File: src/rtl/draw_player_if.sv
// VGA timing bundle plus pixel colour, passed between pipeline stages.
interface draw_player_if;
    logic [11:0] vcount;
    logic [11:0] hcount;
    logic        vsync;
    logic        vblnk;
    logic        hsync;
    logic        hblnk;
    logic [11:0] rgb;

    modport master (output vcount, hcount, vsync, vblnk, hsync, hblnk, rgb);
    modport slave  (input  vcount, hcount, vsync, vblnk, hsync, hblnk, rgb);
endinterface

File: src/rtl/draw_player.sv
// Player-square overlay: moves the square once per frame inside the arena and paints it.
// Optional PLAYER_ACCEL_EN doubles the step after 15 consecutive pressed frame ticks.
module draw_player #(
    parameter int unsigned TOP_V_LINE    = 367,
    parameter int unsigned BOTTOM_V_LINE = 667,
    parameter int unsigned LEFT_H_LINE   = 361,
    parameter int unsigned RIGHT_H_LINE  = 661,
    parameter int unsigned SIZE          = 16,
    parameter int unsigned STEP          = 2,
    parameter logic [11:0] COLOR         = 12'hf_0_f
) (
    input  logic         pclk,
    input  logic         rst,
    draw_player_if.slave  vga_in,
    draw_player_if.master vga_out,
    input  logic         mouse_mode,
    input  logic         btn_up,
    input  logic         btn_down,
    input  logic         btn_left,
    input  logic         btn_right,
    output logic [11:0]  player_x,
    output logic [11:0]  player_y
);

    localparam logic [12:0] SPAWN_X = 13'((LEFT_H_LINE + RIGHT_H_LINE - SIZE) / 2);
    localparam logic [12:0] SPAWN_Y = 13'((TOP_V_LINE + BOTTOM_V_LINE - SIZE) / 2);
    localparam logic [12:0] X_MIN   = 13'(LEFT_H_LINE);
    localparam logic [12:0] X_MAX   = 13'(RIGHT_H_LINE - SIZE);
    localparam logic [12:0] Y_MIN   = 13'(TOP_V_LINE);
    localparam logic [12:0] Y_MAX   = 13'(BOTTOM_V_LINE - SIZE);
    localparam logic [12:0] SIZE_W  = 13'(SIZE);

    typedef enum logic {StIdle, StPlay} state_t;

    state_t      state_q, state_d;
    logic [11:0] x_q, y_q;
    logic [12:0] x_d, y_d;
    logic        vblnk_q;
    logic        tick;
    logic        hit;
    logic [11:0] rgb_nxt;
    logic [12:0] step;

    assign tick = vga_in.vblnk & ~vblnk_q;

`ifdef PLAYER_ACCEL_EN
    logic [3:0] cnt_q, cnt_d;

    assign step = (cnt_q == 4'hf) ? 13'(2 * STEP) : 13'(STEP);

    always_comb begin
        cnt_d = cnt_q;
        if (state_q == StIdle || !mouse_mode) begin
            cnt_d = 4'h0;
        end else if (tick) begin
            if (btn_up | btn_down | btn_left | btn_right) begin
                cnt_d = (cnt_q == 4'hf) ? cnt_q : cnt_q + 4'h1;
            end else begin
                cnt_d = 4'h0;
            end
        end
    end

    always_ff @(posedge pclk or negedge rst) begin
        if (!rst) cnt_q <= 4'h0;
        else      cnt_q <= cnt_d;
    end
`else
    assign step = 13'(STEP);
`endif

    // One axis: opposing or absent requests hold; otherwise step and clamp to [lo, hi].
    function automatic logic [12:0] move(input logic [12:0] pos, input logic inc,
                                         input logic dec, input logic [12:0] stp,
                                         input logic [12:0] lo, input logic [12:0] hi);
        logic [12:0] res;
        res = pos;
        if (inc && !dec) res = (pos + stp > hi) ? hi : pos + stp;
        else if (dec && !inc) res = (pos < lo + stp) ? lo : pos - stp;
        return res;
    endfunction

    always_comb begin
        state_d = state_q;
        x_d     = {1'b0, x_q};
        y_d     = {1'b0, y_q};
        unique case (state_q)
            StIdle: begin
                x_d = SPAWN_X;
                y_d = SPAWN_Y;
                if (mouse_mode) state_d = StPlay;
            end
            StPlay: begin
                if (!mouse_mode) begin
                    state_d = StIdle;
                    x_d     = SPAWN_X;
                    y_d     = SPAWN_Y;
                end else if (tick) begin
                    x_d = move({1'b0, x_q}, btn_right, btn_left, step, X_MIN, X_MAX);
                    y_d = move({1'b0, y_q}, btn_down, btn_up, step, Y_MIN, Y_MAX);
                end
            end
        endcase
    end

    assign hit = ({1'b0, vga_in.hcount} >= {1'b0, x_q}) &&
                 ({1'b0, vga_in.hcount} <  {1'b0, x_q} + SIZE_W) &&
                 ({1'b0, vga_in.vcount} >= {1'b0, y_q}) &&
                 ({1'b0, vga_in.vcount} <  {1'b0, y_q} + SIZE_W);

    always_comb begin
        rgb_nxt = vga_in.rgb;
        if (vga_in.hblnk || vga_in.vblnk) rgb_nxt = 12'h000;
        else if (state_q == StPlay && hit) rgb_nxt = COLOR;
    end

    always_ff @(posedge pclk or negedge rst) begin
        if (!rst) begin
            state_q        <= StIdle;
            x_q            <= SPAWN_X[11:0];
            y_q            <= SPAWN_Y[11:0];
            vblnk_q        <= 1'b0;
            vga_out.vcount <= 12'h000;
            vga_out.hcount <= 12'h000;
            vga_out.vsync  <= 1'b0;
            vga_out.vblnk  <= 1'b0;
            vga_out.hsync  <= 1'b0;
            vga_out.hblnk  <= 1'b0;
            vga_out.rgb    <= 12'h000;
        end else begin
            state_q        <= state_d;
            x_q            <= x_d[11:0];
            y_q            <= y_d[11:0];
            vblnk_q        <= vga_in.vblnk;
            vga_out.vcount <= vga_in.vcount;
            vga_out.hcount <= vga_in.hcount;
            vga_out.vsync  <= vga_in.vsync;
            vga_out.vblnk  <= vga_in.vblnk;
            vga_out.hsync  <= vga_in.hsync;
            vga_out.hblnk  <= vga_in.hblnk;
            vga_out.rgb    <= rgb_nxt;
        end
    end

    assign player_x = x_q;
    assign player_y = y_q;

endmodule

File: src/flat_wrapper.sv
// flat-port wrapper written by rule: the top's interface ports become plain ports
module draw_player_flat 
#(
    parameter int unsigned TOP_V_LINE    = 367,
    parameter int unsigned BOTTOM_V_LINE = 667,
    parameter int unsigned LEFT_H_LINE   = 361,
    parameter int unsigned RIGHT_H_LINE  = 661,
    parameter int unsigned SIZE          = 16,
    parameter int unsigned STEP          = 2,
    parameter logic [11:0] COLOR         = 12'hf_0_f
)
  (pclk, rst, mouse_mode, btn_up, btn_down, btn_left, btn_right, player_x, player_y, vga_in_vcount, vga_in_hcount, vga_in_vsync, vga_in_vblnk, vga_in_hsync, vga_in_hblnk, vga_in_rgb, vga_out_vcount, vga_out_hcount, vga_out_vsync, vga_out_vblnk, vga_out_hsync, vga_out_hblnk, vga_out_rgb);
  draw_player_if vga_in_i ();
  draw_player_if vga_out_i ();
  input  logic pclk;
  input  logic rst;
  input  logic mouse_mode;
  input  logic btn_up;
  input  logic btn_down;
  input  logic btn_left;
  input  logic btn_right;
  output logic [11:0] player_x;
  output logic [11:0] player_y;
  input wire logic [$bits(vga_in_i.vcount)-1:0] vga_in_vcount;
  input wire logic [$bits(vga_in_i.hcount)-1:0] vga_in_hcount;
  input wire logic [$bits(vga_in_i.vsync)-1:0] vga_in_vsync;
  input wire logic [$bits(vga_in_i.vblnk)-1:0] vga_in_vblnk;
  input wire logic [$bits(vga_in_i.hsync)-1:0] vga_in_hsync;
  input wire logic [$bits(vga_in_i.hblnk)-1:0] vga_in_hblnk;
  input wire logic [$bits(vga_in_i.rgb)-1:0] vga_in_rgb;
  output wire logic [$bits(vga_out_i.vcount)-1:0] vga_out_vcount;
  output wire logic [$bits(vga_out_i.hcount)-1:0] vga_out_hcount;
  output wire logic [$bits(vga_out_i.vsync)-1:0] vga_out_vsync;
  output wire logic [$bits(vga_out_i.vblnk)-1:0] vga_out_vblnk;
  output wire logic [$bits(vga_out_i.hsync)-1:0] vga_out_hsync;
  output wire logic [$bits(vga_out_i.hblnk)-1:0] vga_out_hblnk;
  output wire logic [$bits(vga_out_i.rgb)-1:0] vga_out_rgb;
  assign vga_in_i.vcount = vga_in_vcount;
  assign vga_in_i.hcount = vga_in_hcount;
  assign vga_in_i.vsync = vga_in_vsync;
  assign vga_in_i.vblnk = vga_in_vblnk;
  assign vga_in_i.hsync = vga_in_hsync;
  assign vga_in_i.hblnk = vga_in_hblnk;
  assign vga_in_i.rgb = vga_in_rgb;
  assign vga_out_vcount = vga_out_i.vcount;
  assign vga_out_hcount = vga_out_i.hcount;
  assign vga_out_vsync = vga_out_i.vsync;
  assign vga_out_vblnk = vga_out_i.vblnk;
  assign vga_out_hsync = vga_out_i.hsync;
  assign vga_out_hblnk = vga_out_i.hblnk;
  assign vga_out_rgb = vga_out_i.rgb;
  draw_player #(.TOP_V_LINE(TOP_V_LINE), .BOTTOM_V_LINE(BOTTOM_V_LINE), .LEFT_H_LINE(LEFT_H_LINE), .RIGHT_H_LINE(RIGHT_H_LINE), .SIZE(SIZE), .STEP(STEP), .COLOR(COLOR)) u_core (.pclk(pclk), .rst(rst), .vga_in(vga_in_i), .vga_out(vga_out_i), .mouse_mode(mouse_mode), .btn_up(btn_up), .btn_down(btn_down), .btn_left(btn_left), .btn_right(btn_right), .player_x(player_x), .player_y(player_y));
endmodule
File: config.mk
export PLATFORM = sky130hd
export DESIGN_NAME = draw_player_flat
export DESIGN_NICKNAME = d
export VERILOG_FILES = /design/src/rtl/draw_player_if.sv /design/src/rtl/draw_player.sv /design/src/flat_wrapper.sv
export SDC_FILE = /design/constraint.sdc
export NUM_CORES = 1
export LEC_CHECK = 0
export ABC_AREA = 1
export BUFFER_PORTS_ARGS = -buffer_cell sky130_fd_sc_hd__buf_4
export CAP_MARGIN = 25
export CORE_ASPECT_RATIO = 1.1
export CORE_MARGIN = 1
export CORE_UTILIZATION = 25
export CTS_CLUSTER_DIAMETER = 50
export DETAILED_ROUTE_END_ITERATION = 8
export SLEW_MARGIN = 10
export SYNTH_ARGS = -nofsm -noshare
export SYNTH_HDL_FRONTEND = slang
export SYNTH_SLANG_ARGS = --single-unit
File: constraint.sdc
create_clock -name pclk -period 3.02 [get_ports pclk]
set_input_delay 0 -clock pclk [delete_from_list [all_inputs] [get_ports pclk]]
set_output_delay 0 -clock pclk [all_outputs]
set_load 0.02 [all_outputs]
==> results.yml <==
placed_design:
  pre_cts_ws_ns: 0.161
  portBuffers: 110
  dpl_cell_area_mm2: 0.00584
  routabilityCongestion: 0.879
  hpwl_um: 10600
synth:
  synth_area_mm2: 0.00477
  synth-xor-area-share: 0.0404
  synth_cells: 625
  syn_nets: 724
  synthMuxAreaShare: 0
  yosysTopAreaCell: "dfrtp_1"
  syn_avg_cell_area_um2: 7.63
  synth_compound_area_frac: 0.0943
  synth_most_common_cell: "nand2_1"
  ys_top_cells_by_count: "136 x nand2_1, 75 x nor2_1, 74 x inv_1, 52 x ha_1, 49 x dfrtp_1"
  synth_top_family_by_area: "simple AND/OR/NAND/NOR gates"
  synthFlopType: "dfrtp_1"
  synth_top_area_frac: 0.257
  async_reset_ff_frac: 1.00
  yosys_warnings: 0
  netlist-cell-type-count: 39
  synth-edff-count: 0
  synthTopCellsByArea: "dfrtp_1 26%, ha_1 14%, nand2_1 11%, dfstp_2 8.8%, nor2_1 5.9%"
  synth-adder-area-share: 0.137
  ys_seq_area_frac: 0.345
  yosys.area_share.simple: 0.304
  ys_ff_latch: 65
clock_tree:
  clock-sinks: 65
  cts.clk_slew.worst_paths_ns: 0.06
  ctsLongestPathBuffers: 2
  clock_latency_ns: 0.35
  cts_max_level: 3
  clockRootBuffer: "clkbuf_16"
  cts_tree: "done"
  numCtsBuffers: 9
global_routing:
  first_global_vias: 4373
  grt_max_degree: 66
  track_usage: 0.148
  overflow: 0
  antenna_found_initial: 0
  grt_pass1_wl_um: 22500
floorplan:
  io_pins: 111
  core_area_mm2: 0.0185
  die-height_um: 147
  die_w_um: 134
  num_rows: 52
  dieArea_mm2: 0.0196
  start_util: 0.257
timing:
  slew_viol_final: 0
  finalHoldViolations: 0
  clock_skew_ns: 0.00686
  max_freq_mhz: 365
  min_period_ns: 2.74
  worstMarginPinSlew_ns: 0.885
  setup_viol: 0
  fin_ws_ns: 0.278
  max_slew_margin: 0.410
  rsz0062_at_grt: "no"
  period_share: 0.908
  setup_tns_ns: 0
layout:
  n_antenna_cell: 0
  fin_area_mm2: 0.00658
  area_delta_synth_final_pct: 38.0
  nFillCells: 1960
  nNetsFinal: 877
  regArea_mm2: 0.00165
  drive_above_1_share: 0.241
  multi_input_area_mm2: 0.00276
  final_util: 0.355
worst_setup_path:
  r2r_cells: 14
  critical_path_arrival_ns: 2.96
  rrSetupSlack_ns: 0.28
  worstPathMaxFanout: 12
  critPathSlowestCell: "dfstp_2"
  rr_startpoint: "u_core.player_x[4]$_DFFE_PN1P_"
  timing.rr.end: "u_core.vga_out.rgb[4]$_DFF_PN0_"
  end_kind: "flop"
  required_ns: 3.24
  cp-start-kind: "flop"
  path_cells: "ha_1, nand2_4, nor2_4, inv_2, o21ai_0, nand2_1, ha_1, a21o_1, nand3_1, nand3_1, a21oi_2, nand4_4, nand2_1, nor2_1"
  critical_path_class: "reg -> reg"
  cp_slowest_stage_delay_ns: 0.65
drt:
  wire_per_inst_um: 13.7
  wl_um: 14100
  drt_iter0_drc: 205
  first_pass_iters: 5
  drc_errors: 0
  vias: 4585
  viasPerCell: 4.47
  ant_nets: 0
power_and_ir_drop:
  powerDensity_mw_per_mm2: 394
  leakagePower_nw: 3.33
  ir_drop_v: 0.000269
min_path:
  hp-class: "in -> reg"
  holdCritStartpoint: "btn_right"
  whs_path_depth: 6
  hold_end: "u_core.player_x[0]$_DFFE_PN1P_"
run:
  cap_violations: 0
status:
  status: "finished clean"
## stage by stage
| step | cells | hold slack, ns | total power [mW] |
|---|---|---|---|
| 2_1_floorplan | 625 | -0.296 | 1.27 |
| 3_3_place_gp | 968 | 0.110 | 1.47 |
| 3_5_place_dp | 968 | 0.111 | 1.48 |
| 4_1_cts | 1026 | 0.0698 | 2.62 |
| 5_1_grt | 1026 | 0.0976 | 2.74 |
| 6_report | 1026 | 0.0574 | 2.59 |
## power breakdown
group,switching [mW],internal [mW],leakage [nW]
sequential,0.0321,0.913,0.778
combinational,0.325,0.238,2.41
clock,0.438,0.646,0.146
total,0.796,1.80,3.33
## registers in the layout (all words and copies together), names as in the netlist
| signal | flops |
|---|---|
| u_core.state_q | 1 |
| u_core.player_y | 12 |
| u_core.player_x | 12 |
| u_core.vga_out.hsync | 1 |
| u_core.vga_out.vcount | 12 |
| u_core.vga_out.hcount | 12 |
| u_core.vga_out.hblnk | 1 |
| u_core.vga_out.rgb | 12 |
| u_core.vga_out.vsync | 1 |
| u_core.vblnk_q | 1 |
## cell families after synthesis
logic type	Yosys count
AOI/OAI and AO/OA	80
xor gates and xnor gates	22
adders and majority gates	52
buffers and inverters	92
DFF	65
and+or+nand+nor	314
## worst max-delay path by stage
stage          slack (ns)                         endpoint                            from
6_report             0.28  u_core.vga_out.rgb[4]$_DFF_PN0_  u_core.player_x[4]$_DFFE_PN1P_
5_1_grt              0.07  u_core.vga_out.rgb[4]$_DFF_PN0_  u_core.player_x[4]$_DFFE_PN1P_
4_1_cts              0.15  u_core.vga_out.rgb[4]$_DFF_PN0_  u_core.player_x[4]$_DFFE_PN1P_
3_5_place_dp         0.16  u_core.vga_out.rgb[5]$_DFF_PN0_  u_core.player_x[4]$_DFFE_PN1P_
3_3_place_gp         0.22  u_core.vga_out.rgb[4]$_DFF_PN0_  u_core.player_x[4]$_DFFE_PN1P_
2_1_floorplan        0.48  u_core.vga_out.rgb[6]$_DFF_PN0_  u_core.player_y[5]$_DFFE_PN1P_
## critical path, delay by kind of cell, from the launching register on
family                   cells  cell delay (ns)
buffers and inverters        1             0.06
AO/OA/AOI/OAI                3             0.52
adder cells (fa/ha/maj)      2             0.53
AND/OR/NAND/NOR              8             0.85
flip-flops                   1             0.65
## routing by layer
| metal | vias to the layer above | global-route usage | wire (um) |
|---|---|---|---|
| li1 | 2337 | - | - |
| met1 | 2104 | 0.180 | 6140 |
| met2 | 126 | 0.258 | 7060 |
| met3 | 18 | 0.0248 | 583 |
| met4 | 0 | 0.0585 | 279 |
| met5 | - | 0 | 0 |
## cell usage in the layout, fill, tap and decap left out, drive strengths merged, types with 16 or more instances in the layout
cell type,netlist,final
nand2,147,147
buf,9,113
nor2,83,83
inv,78,80
ha,52,52
a21oi,51,51
dfrtp,49,49
nand3,47,47
dlygate4sd3,0,42
xor2,22,22
nand4,20,20
o21ai,19,19
dfstp,16,16
## area by class of cell
class                   count  area share
clock inverters             7      0.0118
multi-input cells         468       0.419
inverters                  79      0.0451
well taps                 243      0.0462
flip-flops and latches     65       0.250
clock buffers               9      0.0343
repair buffers            155       0.193
## timing repair
item	4_1_cts	5_1_grt
setup buffers	0	0
gates resized for setup	0	2
hold buffers	42	0
endpoints found under the hold margin	90	0
endpoints found under the setup margin	0	12
Power figures use the tool's default switching activity.
